<file path="src/rtl/axi_lite_read_master_if.sv">
// -----------------------------------------------------------------------------
// axi_lite_read_master_if
//   Bundles the core-side request/response handshake and the AXI4-Lite read
//   channels (AR, R) used by axi_lite_read_master.
//
//   Core request : req_valid, req_ready, req_addr, req_size, req_signed
//   Core response: resp_valid, resp_ready, resp_data, resp_err
//   AXI AR       : araddr, arvalid, arready
//   AXI R        : rdata, rresp, rvalid, rready
//
//   Modport master : the read initiator (drives req_ready, resp_*, AR, rready)
//   Modport slave  : everything around it (core and bus fabric)
// -----------------------------------------------------------------------------
interface axi_lite_read_master_if #(
    parameter int ADDR_W = 32,
    parameter int DATA_W = 32
);
    logic              req_valid;
    logic              req_ready;
    logic [ADDR_W-1:0] req_addr;
    logic [1:0]        req_size;
    logic              req_signed;

    logic              resp_valid;
    logic              resp_ready;
    logic [DATA_W-1:0] resp_data;
    logic [1:0]        resp_err;

    logic [ADDR_W-1:0] araddr;
    logic              arvalid;
    logic              arready;

    logic [DATA_W-1:0] rdata;
    logic [1:0]        rresp;
    logic              rvalid;
    logic              rready;

    modport master (
        input  req_valid, req_addr, req_size, req_signed, resp_ready,
        input  arready, rdata, rresp, rvalid,
        output req_ready, resp_valid, resp_data, resp_err,
        output araddr, arvalid, rready
    );

    modport slave (
        output req_valid, req_addr, req_size, req_signed, resp_ready,
        output arready, rdata, rresp, rvalid,
        input  req_ready, resp_valid, resp_data, resp_err,
        input  araddr, arvalid, rready
    );
endinterface

</file>
<file path="src/rtl/axi_lite_read_master.sv">
// -----------------------------------------------------------------------------
// axi_lite_read_master
//   Single-outstanding AXI4-Lite read initiator for the core load/fetch path.
//   Takes one core read request (byte/half/word, signed/unsigned), issues one
//   AR beat, collects the R beat, extracts the addressed lane, extends it to
//   32 bits and returns it with an error code (00 ok, 01 misaligned, 10 bus).
//   Misaligned requests are answered locally without any bus traffic.
//
//   Ports:
//     i_clock  - clock
//     i_reset  - synchronous active-high reset
//     bus      - axi_lite_read_master_if.master (core req/resp + AXI AR/R)
// -----------------------------------------------------------------------------
module axi_lite_read_master #(
    parameter int ADDR_W = 32,
    parameter int DATA_W = 32
) (
    input  logic                          i_clock,
    input  logic                          i_reset,
    axi_lite_read_master_if.master        bus
);

    typedef enum logic [1:0] {
        IDLE = 2'd0,
        ADDR = 2'd1,
        DATA = 2'd2,
        DONE = 2'd3
    } state_t;

    localparam logic [1:0] ERR_OK    = 2'b00;
    localparam logic [1:0] ERR_ALIGN = 2'b01;
    localparam logic [1:0] ERR_BUS   = 2'b10;

    state_t            state_q, state_d;
    logic [ADDR_W-1:0] addr_q;
    logic [1:0]        size_q;
    logic              signed_q;
    logic [DATA_W-1:0] resp_data_q;
    logic [1:0]        resp_err_q;

    // OKAY and EXOKAY are treated alike; only rresp[1] separates success from error.
    logic unused_rresp_lo;
    assign unused_rresp_lo = bus.rresp[0];

    // Reserved size 2'b11 is reported as misaligned.
    function automatic logic is_misaligned(input logic [1:0] a, input logic [1:0] size);
        case (size)
            2'b00:   is_misaligned = 1'b0;
            2'b01:   is_misaligned = a[0];
            2'b10:   is_misaligned = (a != 2'b00);
            default: is_misaligned = 1'b1;
        endcase
    endfunction

    // Select the addressed lane and extend it; signedness is irrelevant for words.
    function automatic logic [DATA_W-1:0] extract_lane(
        input logic [DATA_W-1:0] word,
        input logic [1:0]        a,
        input logic [1:0]        size,
        input logic              sgn
    );
        logic signed [7:0]  b;
        logic signed [15:0] h;
        b = word[{a, 3'b000} +: 8];
        h = word[{a[1], 4'b0000} +: 16];
        case (size)
            2'b00:   extract_lane = sgn ? {{(DATA_W-8){b[7]}}, b}   : {{(DATA_W-8){1'b0}}, b};
            2'b01:   extract_lane = sgn ? {{(DATA_W-16){h[15]}}, h} : {{(DATA_W-16){1'b0}}, h};
            default: extract_lane = word;
        endcase
    endfunction

    // State register
    always_ff @(posedge i_clock) begin
        if (i_reset) begin
            state_q <= IDLE;
        end else begin
            state_q <= state_d;
        end
    end

    // Next-state decode
    always_comb begin
        state_d = state_q;
        case (state_q)
            IDLE: if (bus.req_valid) begin
                state_d = is_misaligned(bus.req_addr[1:0], bus.req_size) ? DONE : ADDR;
            end
            ADDR: if (bus.arready)    state_d = DATA;
            DATA: if (bus.rvalid)     state_d = DONE;
            DONE: if (bus.resp_ready) state_d = IDLE;
            default: state_d = IDLE;
        endcase
    end

    // Request latch and response capture
    always_ff @(posedge i_clock) begin
        if (i_reset) begin
            addr_q      <= '0;
            size_q      <= 2'b00;
            signed_q    <= 1'b0;
            resp_data_q <= '0;
            resp_err_q  <= ERR_OK;
        end else begin
            case (state_q)
                IDLE: if (bus.req_valid) begin
                    addr_q   <= bus.req_addr;
                    size_q   <= bus.req_size;
                    signed_q <= bus.req_signed;
                    if (is_misaligned(bus.req_addr[1:0], bus.req_size)) begin
                        resp_data_q <= '0;
                        resp_err_q  <= ERR_ALIGN;
                    end
                end
                DATA: if (bus.rvalid) begin
                    if (bus.rresp[1]) begin
                        resp_data_q <= '0;
                        resp_err_q  <= ERR_BUS;
                    end else begin
                        resp_data_q <= extract_lane(bus.rdata, addr_q[1:0], size_q, signed_q);
                        resp_err_q  <= ERR_OK;
                    end
                end
                default: ;
            endcase
        end
    end

    // Handshake outputs are pure state decodes, so an R beat outside DATA is never accepted.
    assign bus.req_ready  = (state_q == IDLE);
    assign bus.arvalid    = (state_q == ADDR);
    assign bus.rready     = (state_q == DATA);
    assign bus.resp_valid = (state_q == DONE);
    assign bus.araddr     = addr_q;
    assign bus.resp_data  = resp_data_q;
    assign bus.resp_err   = resp_err_q;

endmodule

</file>
<file path="src/flat_wrapper.sv">
// flat-port wrapper written by rule: the top's interface ports become plain ports
module axi_lite_read_master_flat 
#(
    parameter int ADDR_W = 32,
    parameter int DATA_W = 32
)
  (i_clock, i_reset, bus_req_valid, bus_req_addr, bus_req_size, bus_req_signed, bus_resp_ready, bus_arready, bus_rdata, bus_rresp, bus_rvalid, bus_req_ready, bus_resp_valid, bus_resp_data, bus_resp_err, bus_araddr, bus_arvalid, bus_rready);
  axi_lite_read_master_if #(.ADDR_W(ADDR_W), .DATA_W(DATA_W)) bus_i ();
  input  logic i_clock;
  input  logic i_reset;
  input wire logic [$bits(bus_i.req_valid)-1:0] bus_req_valid;
  input wire logic [$bits(bus_i.req_addr)-1:0] bus_req_addr;
  input wire logic [$bits(bus_i.req_size)-1:0] bus_req_size;
  input wire logic [$bits(bus_i.req_signed)-1:0] bus_req_signed;
  input wire logic [$bits(bus_i.resp_ready)-1:0] bus_resp_ready;
  input wire logic [$bits(bus_i.arready)-1:0] bus_arready;
  input wire logic [$bits(bus_i.rdata)-1:0] bus_rdata;
  input wire logic [$bits(bus_i.rresp)-1:0] bus_rresp;
  input wire logic [$bits(bus_i.rvalid)-1:0] bus_rvalid;
  output wire logic [$bits(bus_i.req_ready)-1:0] bus_req_ready;
  output wire logic [$bits(bus_i.resp_valid)-1:0] bus_resp_valid;
  output wire logic [$bits(bus_i.resp_data)-1:0] bus_resp_data;
  output wire logic [$bits(bus_i.resp_err)-1:0] bus_resp_err;
  output wire logic [$bits(bus_i.araddr)-1:0] bus_araddr;
  output wire logic [$bits(bus_i.arvalid)-1:0] bus_arvalid;
  output wire logic [$bits(bus_i.rready)-1:0] bus_rready;
  assign bus_i.req_valid = bus_req_valid;
  assign bus_i.req_addr = bus_req_addr;
  assign bus_i.req_size = bus_req_size;
  assign bus_i.req_signed = bus_req_signed;
  assign bus_i.resp_ready = bus_resp_ready;
  assign bus_i.arready = bus_arready;
  assign bus_i.rdata = bus_rdata;
  assign bus_i.rresp = bus_rresp;
  assign bus_i.rvalid = bus_rvalid;
  assign bus_req_ready = bus_i.req_ready;
  assign bus_resp_valid = bus_i.resp_valid;
  assign bus_resp_data = bus_i.resp_data;
  assign bus_resp_err = bus_i.resp_err;
  assign bus_araddr = bus_i.araddr;
  assign bus_arvalid = bus_i.arvalid;
  assign bus_rready = bus_i.rready;
  axi_lite_read_master #(.ADDR_W(ADDR_W), .DATA_W(DATA_W)) u_core (.i_clock(i_clock), .i_reset(i_reset), .bus(bus_i));
endmodule
</file>
<file path="config.mk">
export PLATFORM = sky130hd
export DESIGN_NAME = axi_lite_read_master_flat
export DESIGN_NICKNAME = d
export VERILOG_FILES = /design/src/rtl/axi_lite_read_master_if.sv /design/src/rtl/axi_lite_read_master.sv /design/src/flat_wrapper.sv
export SDC_FILE = /design/constraint.sdc
export NUM_CORES = 1
export LEC_CHECK = 0
export ABC_AREA = 0
export CORE_MARGIN = 5
export CORE_UTILIZATION = 42
export CTS_CLUSTER_DIAMETER = 30
export DETAILED_ROUTE_END_ITERATION = 12
export GPL_ROUTABILITY_DRIVEN = 0
export PLACE_DENSITY = 0.8
export SYNTH_ARGS = -nofsm -noshare
export SYNTH_HDL_FRONTEND = slang
export SYNTH_SLANG_ARGS = --single-unit
</file>
<file path="constraint.sdc">
create_clock -name i_clock -period 1.98 [get_ports i_clock]
set_input_delay 0.297 -clock i_clock [delete_from_list [all_inputs] [get_ports i_clock]]
set_output_delay 0.297 -clock i_clock [all_outputs]
set_load 0.05 [all_outputs]
</file>
### Word level (Yosys, flattened, before mapping)

Cells that the tools add are included.

* flip-flop bits (word level): 71
* input bits: 75
* output and inout port bits: 70
* word-level logic and storage cells: 50

* equal/unequal tests: 11
* shift-type cells: 2
* multiplexer cells: 23
* reduce and logical (&&, ||, !) cells: 8

Operator list (count)
* $mux W32: 6
* $pmux W32 S2: 2
* $shiftx A32 B6 Y16: 1
* $shiftx A32 B6 Y8: 1
* $mux W2: 9
* $ne A2 B2 Y1 const B: 4
* $pmux W2 S4: 1
* $reduce_and A4 Y1: 2
* $eq A2 B1 Y1 const B: 3
* $eq A2 B2 Y1 const B: 3
* $logic_not A2 Y1: 3
* $pmux W2 S2: 1
* $reduce_bool A2 Y1: 2
* $mux W1: 3
* $pmux W1 S3: 1
* $ne A2 B1 Y1 const B: 1
* $reduce_and A2 Y1: 1

### Depth between registers and ports, before layout

* word-level depth: 8
* gate-level depth with buffers: 8
* depth with buffers taken out: 6

### Worst setup path after synthesis

No wires, ideal clock.

* kind: reg2reg
* from: register u_core.state_q[0]
* to: register u_core.resp_data_q[21] (netlist: u_core.bus.resp_data[21])
* library setup time: 0.068 ns
* data arrival time: 2.053 ns
* required time: 1.912 ns
* slack: -0.141 ns
* cell stages (with the launch flop): 9
* buffers on the path: 2
* period minus slack after synthesis: 2.121 ns
* cells stage by stage: dfxtp_1 > inv_1 > ha_1 > buf_6 > nor2b_4 > a21oi_1 > a311oi_2 > buf_4 > o2bb2ai_4

* word-level cells in the longest chain between the ends: 3
* elaborated cells between the ends (all ways): 8
* classes of those cells: eq/ne: 4; mux: 1; reduce/logical: 3

Ends and longest elaborated chain
* from (decl): RTL line axi_lite_read_master.sv:34 `state_t state_q, state_d;`
* from (signal assigned): RTL line axi_lite_read_master.sv:78 `state_q <= state_d;`
* $logic_not A2 Y1 (*)
* net bus_req_ready: RTL line flat_wrapper.sv:20 `output wire logic [$bits(bus_i.req_ready)-1:0] bus_req_ready;`
* $ne A2 B1 Y1 (no source line) (tied with other cells)
* $reduce_and A4 Y1 (no source line)
* to (signal assigned): RTL line axi_lite_read_master.sv:120 `resp_data_q <= extract_lane(bus.rdata, addr_q[1:0], size_q, signed_q);`
* to (decl): RTL line axi_lite_read_master.sv:38 `logic [DATA_W-1:0] resp_data_q;`

Mark *: on every way through the listed nets, which the timed path passes. The rest lies on a longest branch.
A chain may end at the register's enable or synchronous reset.

### Worst setup path in the final report

* from: register u_core.resp_data_q[21] (netlist: u_core.bus.resp_data[21])
* to: output bus_resp_data[21]

RTL lines
* to (decl): RTL line flat_wrapper.sv:22 `output wire logic [$bits(bus_i.resp_data)-1:0] bus_resp_data;`

No word-level cell between the ends.

==> flow_metrics.tcl <==
set metrics [dict create \
    result_of_the_run "completed" \
    worstSetupEndpointType "output pin" \
    total_switching_power_w 0.00206 \
    number_of_buffers_inserted_by_post_cts_setup_repair 0 \
    ir_worst_vdd_mv 0.641 \
    p_int_w 0.00327 \
    period_share_pct 92.9 \
    finalSetupViolations 0 \
    antenna_violating_nets_post_route 0 \
    timing_worst_slew_pin_value_ns 0.529 \
    report.power.total_w 0.00533 \
    final.setup.tns_ns 0 \
    p_leak_nw 1.91 \
    power.combinational.fraction_pct 43.4 \
    syn_avg_cell_area_um2 8.75 \
    final_period_minus_worst_setup_slack_ns 1.84 \
    drtIter0Drc 123 \
    power.density_nw_per_um2 1040 \
    netlist_instances 374 \
    ioPinCount 145 \
    clk_transition_reported_paths_ns 0.07 \
    grt_antenna_before_repair 0 \
    core_area_um2 7650 \
    placement_rows 32 \
    cts_num_sinks 71 \
    largest_net_degree_at_the_start_of_global_routing 36 \
    clock_insertion_delay_worst_skew_ns 0.34 \
    drt-vias-per-instance 5.12 \
    total_die_area_um2 9660 \
    reg2reg_setup_slack_ns 0.14 \
    grt_first_pass_wirelength_um 16300 \
    setup_repair_after_global_routing_missed_its_margin "no" \
    min-delay-path-class "flop to flop" \
    reg2reg_from "u_core.state_q[0]$_SDFFE_PP0P_" \
    seqPwrFrac_pct 32.0 \
    switching_share_pct 38.7 \
    path_buf_inv 1 \
    worst_path_dominant_cell_family "buffers and inverters" \
    startpoint_type "flop" \
    globalRouteOverflowTotal 0 \
    netlist_area_um2 3270 \
    worst_ep_arrival_time_ns 1.54 \
    synthDominantAreaCellType "sky130_fd_sc_hd__dfxtp_1" \
    globalRouteTotalUtil_pct 20.7 \
    synth.area.top_cells "sky130_fd_sc_hd__dfxtp_1 (43%), sky130_fd_sc_hd__nand2_1 (10%), sky130_fd_sc_hd__a21oi_1 (6.4%)" \
    dieWidth_um 98.3 \
    hold_start "u_core.bus.araddr[25]$_SDFFE_PP0P_" \
    synth_seq_cells 71 \
    crit_path_top_delay_cell "sky130_fd_sc_hd__clkdlybuf4s50_1" \
    fmax_ghz 0.543 \
    number_of_global_route_vias_before_repair 3359 \
    htreeDepth 3 \
    synth_top_area_share_pct 43.4 \
    synth_async_sr_flop_share_pct 0 \
    num_antenna_cells 0 \
    timing.final.max_slew_violations 0 \
    layout-drive-gt1-share_pct 14.4 \
    drt-pass1-iter-count 4 \
    floorplan.initialDensity_pct 42.8 \
    critical_path_data_required_time_ns 1.68 \
    cts_buffer_depth 2 \
    synth.yosys.seq_area_share_pct 43.4 \
    mappedNetlistNets 454 \
    yosys_most_used_dff "sky130_fd_sc_hd__dfxtp_1" \
    vias 3229 \
    crit_type "flop to output pin" \
    worst_clock_skew_ns 0.00892 \
    clock_power_share_pct 24.6 \
    cts_made_buffers 9 \
    die-height_um 98.3 \
    final-hold-violation-count 0 \
    cts_root_buf "sky130_fd_sc_hd__clkbuf_8" \
    cpPeakStageDelay_ns 0.82 \
    timing.max_cap.violations 0 \
    totalWireLength_um 9940 \
    yosys.cell_types.count 47 \
    post-synth-top-count-cell "sky130_fd_sc_hd__nand2_1" \
    area.growth.synth_to_final_pct 56.1 \
    ys.warnings.count 0 \
    final_net_count 604 \
    crit_path_start "u_core.bus.resp_data[21]$_SDFFE_PP0P_" \
    synthTopCellsByCount "sky130_fd_sc_hd__nand2_1 (90), sky130_fd_sc_hd__dfxtp_1 (71), sky130_fd_sc_hd__a21oi_1 (42), sky130_fd_sc_hd__nor2_1 (24)" \
    worst_slew_margin_rel_pct 64.6 \
    detailed_place_hpwl_um 7360 \
    place.port_buffers 143 \
    timing.critical_path.cells "clkdlybuf4s50_1" \
    clock_tree_from_tritoncts "yes" \
    fillCellCount 626 \
    crit_path_max_fanout 2 \
    synth_edf_count 0 \
    wl_per_cell_um 15.7 \
    drc 0 \
]
==> final cells by class <==
cell class / count / area, µm² / area share [%]
inverter: 9 / 33.8 / 0.662
timing repair buffer: 165 / 1630 / 32.0
sequential: 71 / 1420 / 27.8
clock inverter: 3 / 65.1 / 1.27
clock buffer: 13 / 159 / 3.11
tap: 102 / 128 / 2.50
multi-input combinational: 268 / 1670 / 32.7
==> placed cells by master, fill, tap and decap left out, types with 3 or more instances in the layout <==
cell and count:
sky130_fd_sc_hd__clkdlybuf4s50_1 137, sky130_fd_sc_hd__nand2_1 90, sky130_fd_sc_hd__dfxtp_1 71, sky130_fd_sc_hd__a21oi_1 42, sky130_fd_sc_hd__nor2_1 24, sky130_fd_sc_hd__buf_4 24
sky130_fd_sc_hd__a32o_1 13, sky130_fd_sc_hd__clkbuf_8 11, sky130_fd_sc_hd__o21ai_0 10, sky130_fd_sc_hd__nand2b_1 9, sky130_fd_sc_hd__o2bb2ai_2 9, sky130_fd_sc_hd__inv_1 8
sky130_fd_sc_hd__nor3_1 8, sky130_fd_sc_hd__o2bb2ai_1 8, sky130_fd_sc_hd__or2_2 7, sky130_fd_sc_hd__mux2_2 6, sky130_fd_sc_hd__mux2i_1 5, sky130_fd_sc_hd__nor2b_1 4
sky130_fd_sc_hd__buf_12 4, sky130_fd_sc_hd__ha_1 3
==> final timing paths <==
check	endpoint	cells past startpoint
worst min register to register	u_core.bus.araddr[25]$_SDFFE_PP0P_	2
worst max-delay path	bus_resp_data[21]	1
worst max register to register	u_core.bus.resp_data[8]$_SDFFE_PP0P_	7
worst min-delay path	u_core.bus.araddr[25]$_SDFFE_PP0P_	2
==> power by group through the flow <==
stage	registers [W]	logic [W]	clock network, W
4_1_cts	0.00171	0.00233	0.00134
6_report	0.00171	0.00231	0.00131
5_1_grt	0.00173	0.00247	0.00141
3_3_place_gp	0.00173	0.00227	0
3_5_place_dp	0.00174	0.00231	0
2_1_floorplan	0.00220	0.00103	0
==> cells by family after synthesis <==
family	share of synthesized area [%]
compound gates	23.4
buf+inv	6.12
simple gates	21.6
flops	43.4
mux	3.59
fa+ha+maj	1.91
==> flip-flops by register name, indices dropped and copies added (netlist names) <==
name and flops:
u_core.signed_q 1, u_core.state_q 2, u_core.bus.resp_data 32, u_core.bus.resp_err 2, u_core.size_q 2, u_core.bus.araddr 32
==> stage by stage <==
stage | hold slack [ns] | cells | utilization, % | instance area (µm²) | setup WS (ns)
6_report | 0.453 | 631 | 66.8 | 5110 | 0.140
3_5_place_dp | 0.446 | 615 | 63.8 | 4880 | -0.0181
3_3_place_gp | 0.441 | 615 | 63.8 | 4880 | 0.0314
5_1_grt | 0.478 | 631 | 66.8 | 5110 | 0.0281
4_1_cts | 0.456 | 631 | 66.8 | 5100 | 0.0899
2_1_floorplan | 0.433 | 374 | - | 3280 | 0.0123
==> routing by layer <==
layer / track usage (%) / wire length [µm] / part of all wire, % / vias up
li1: - / - / - / 1592
met1: 23.7 / 4210 / 42 / 1495
met2: 35.3 / 4680 / 47 / 126
met3: 8.00 / 911 / 9.2 / 16
met4: 7.25 / 138 / 1.4 / 0
met5: 0 / 0 / 0 / -
==> timing repair <==
item / in CTS / in global routing
setup endpoints to repair: 0 / 13
hold buffers: 0 / 0
resized for setup: 0 / 1
(Power assumes the default switching activity.)
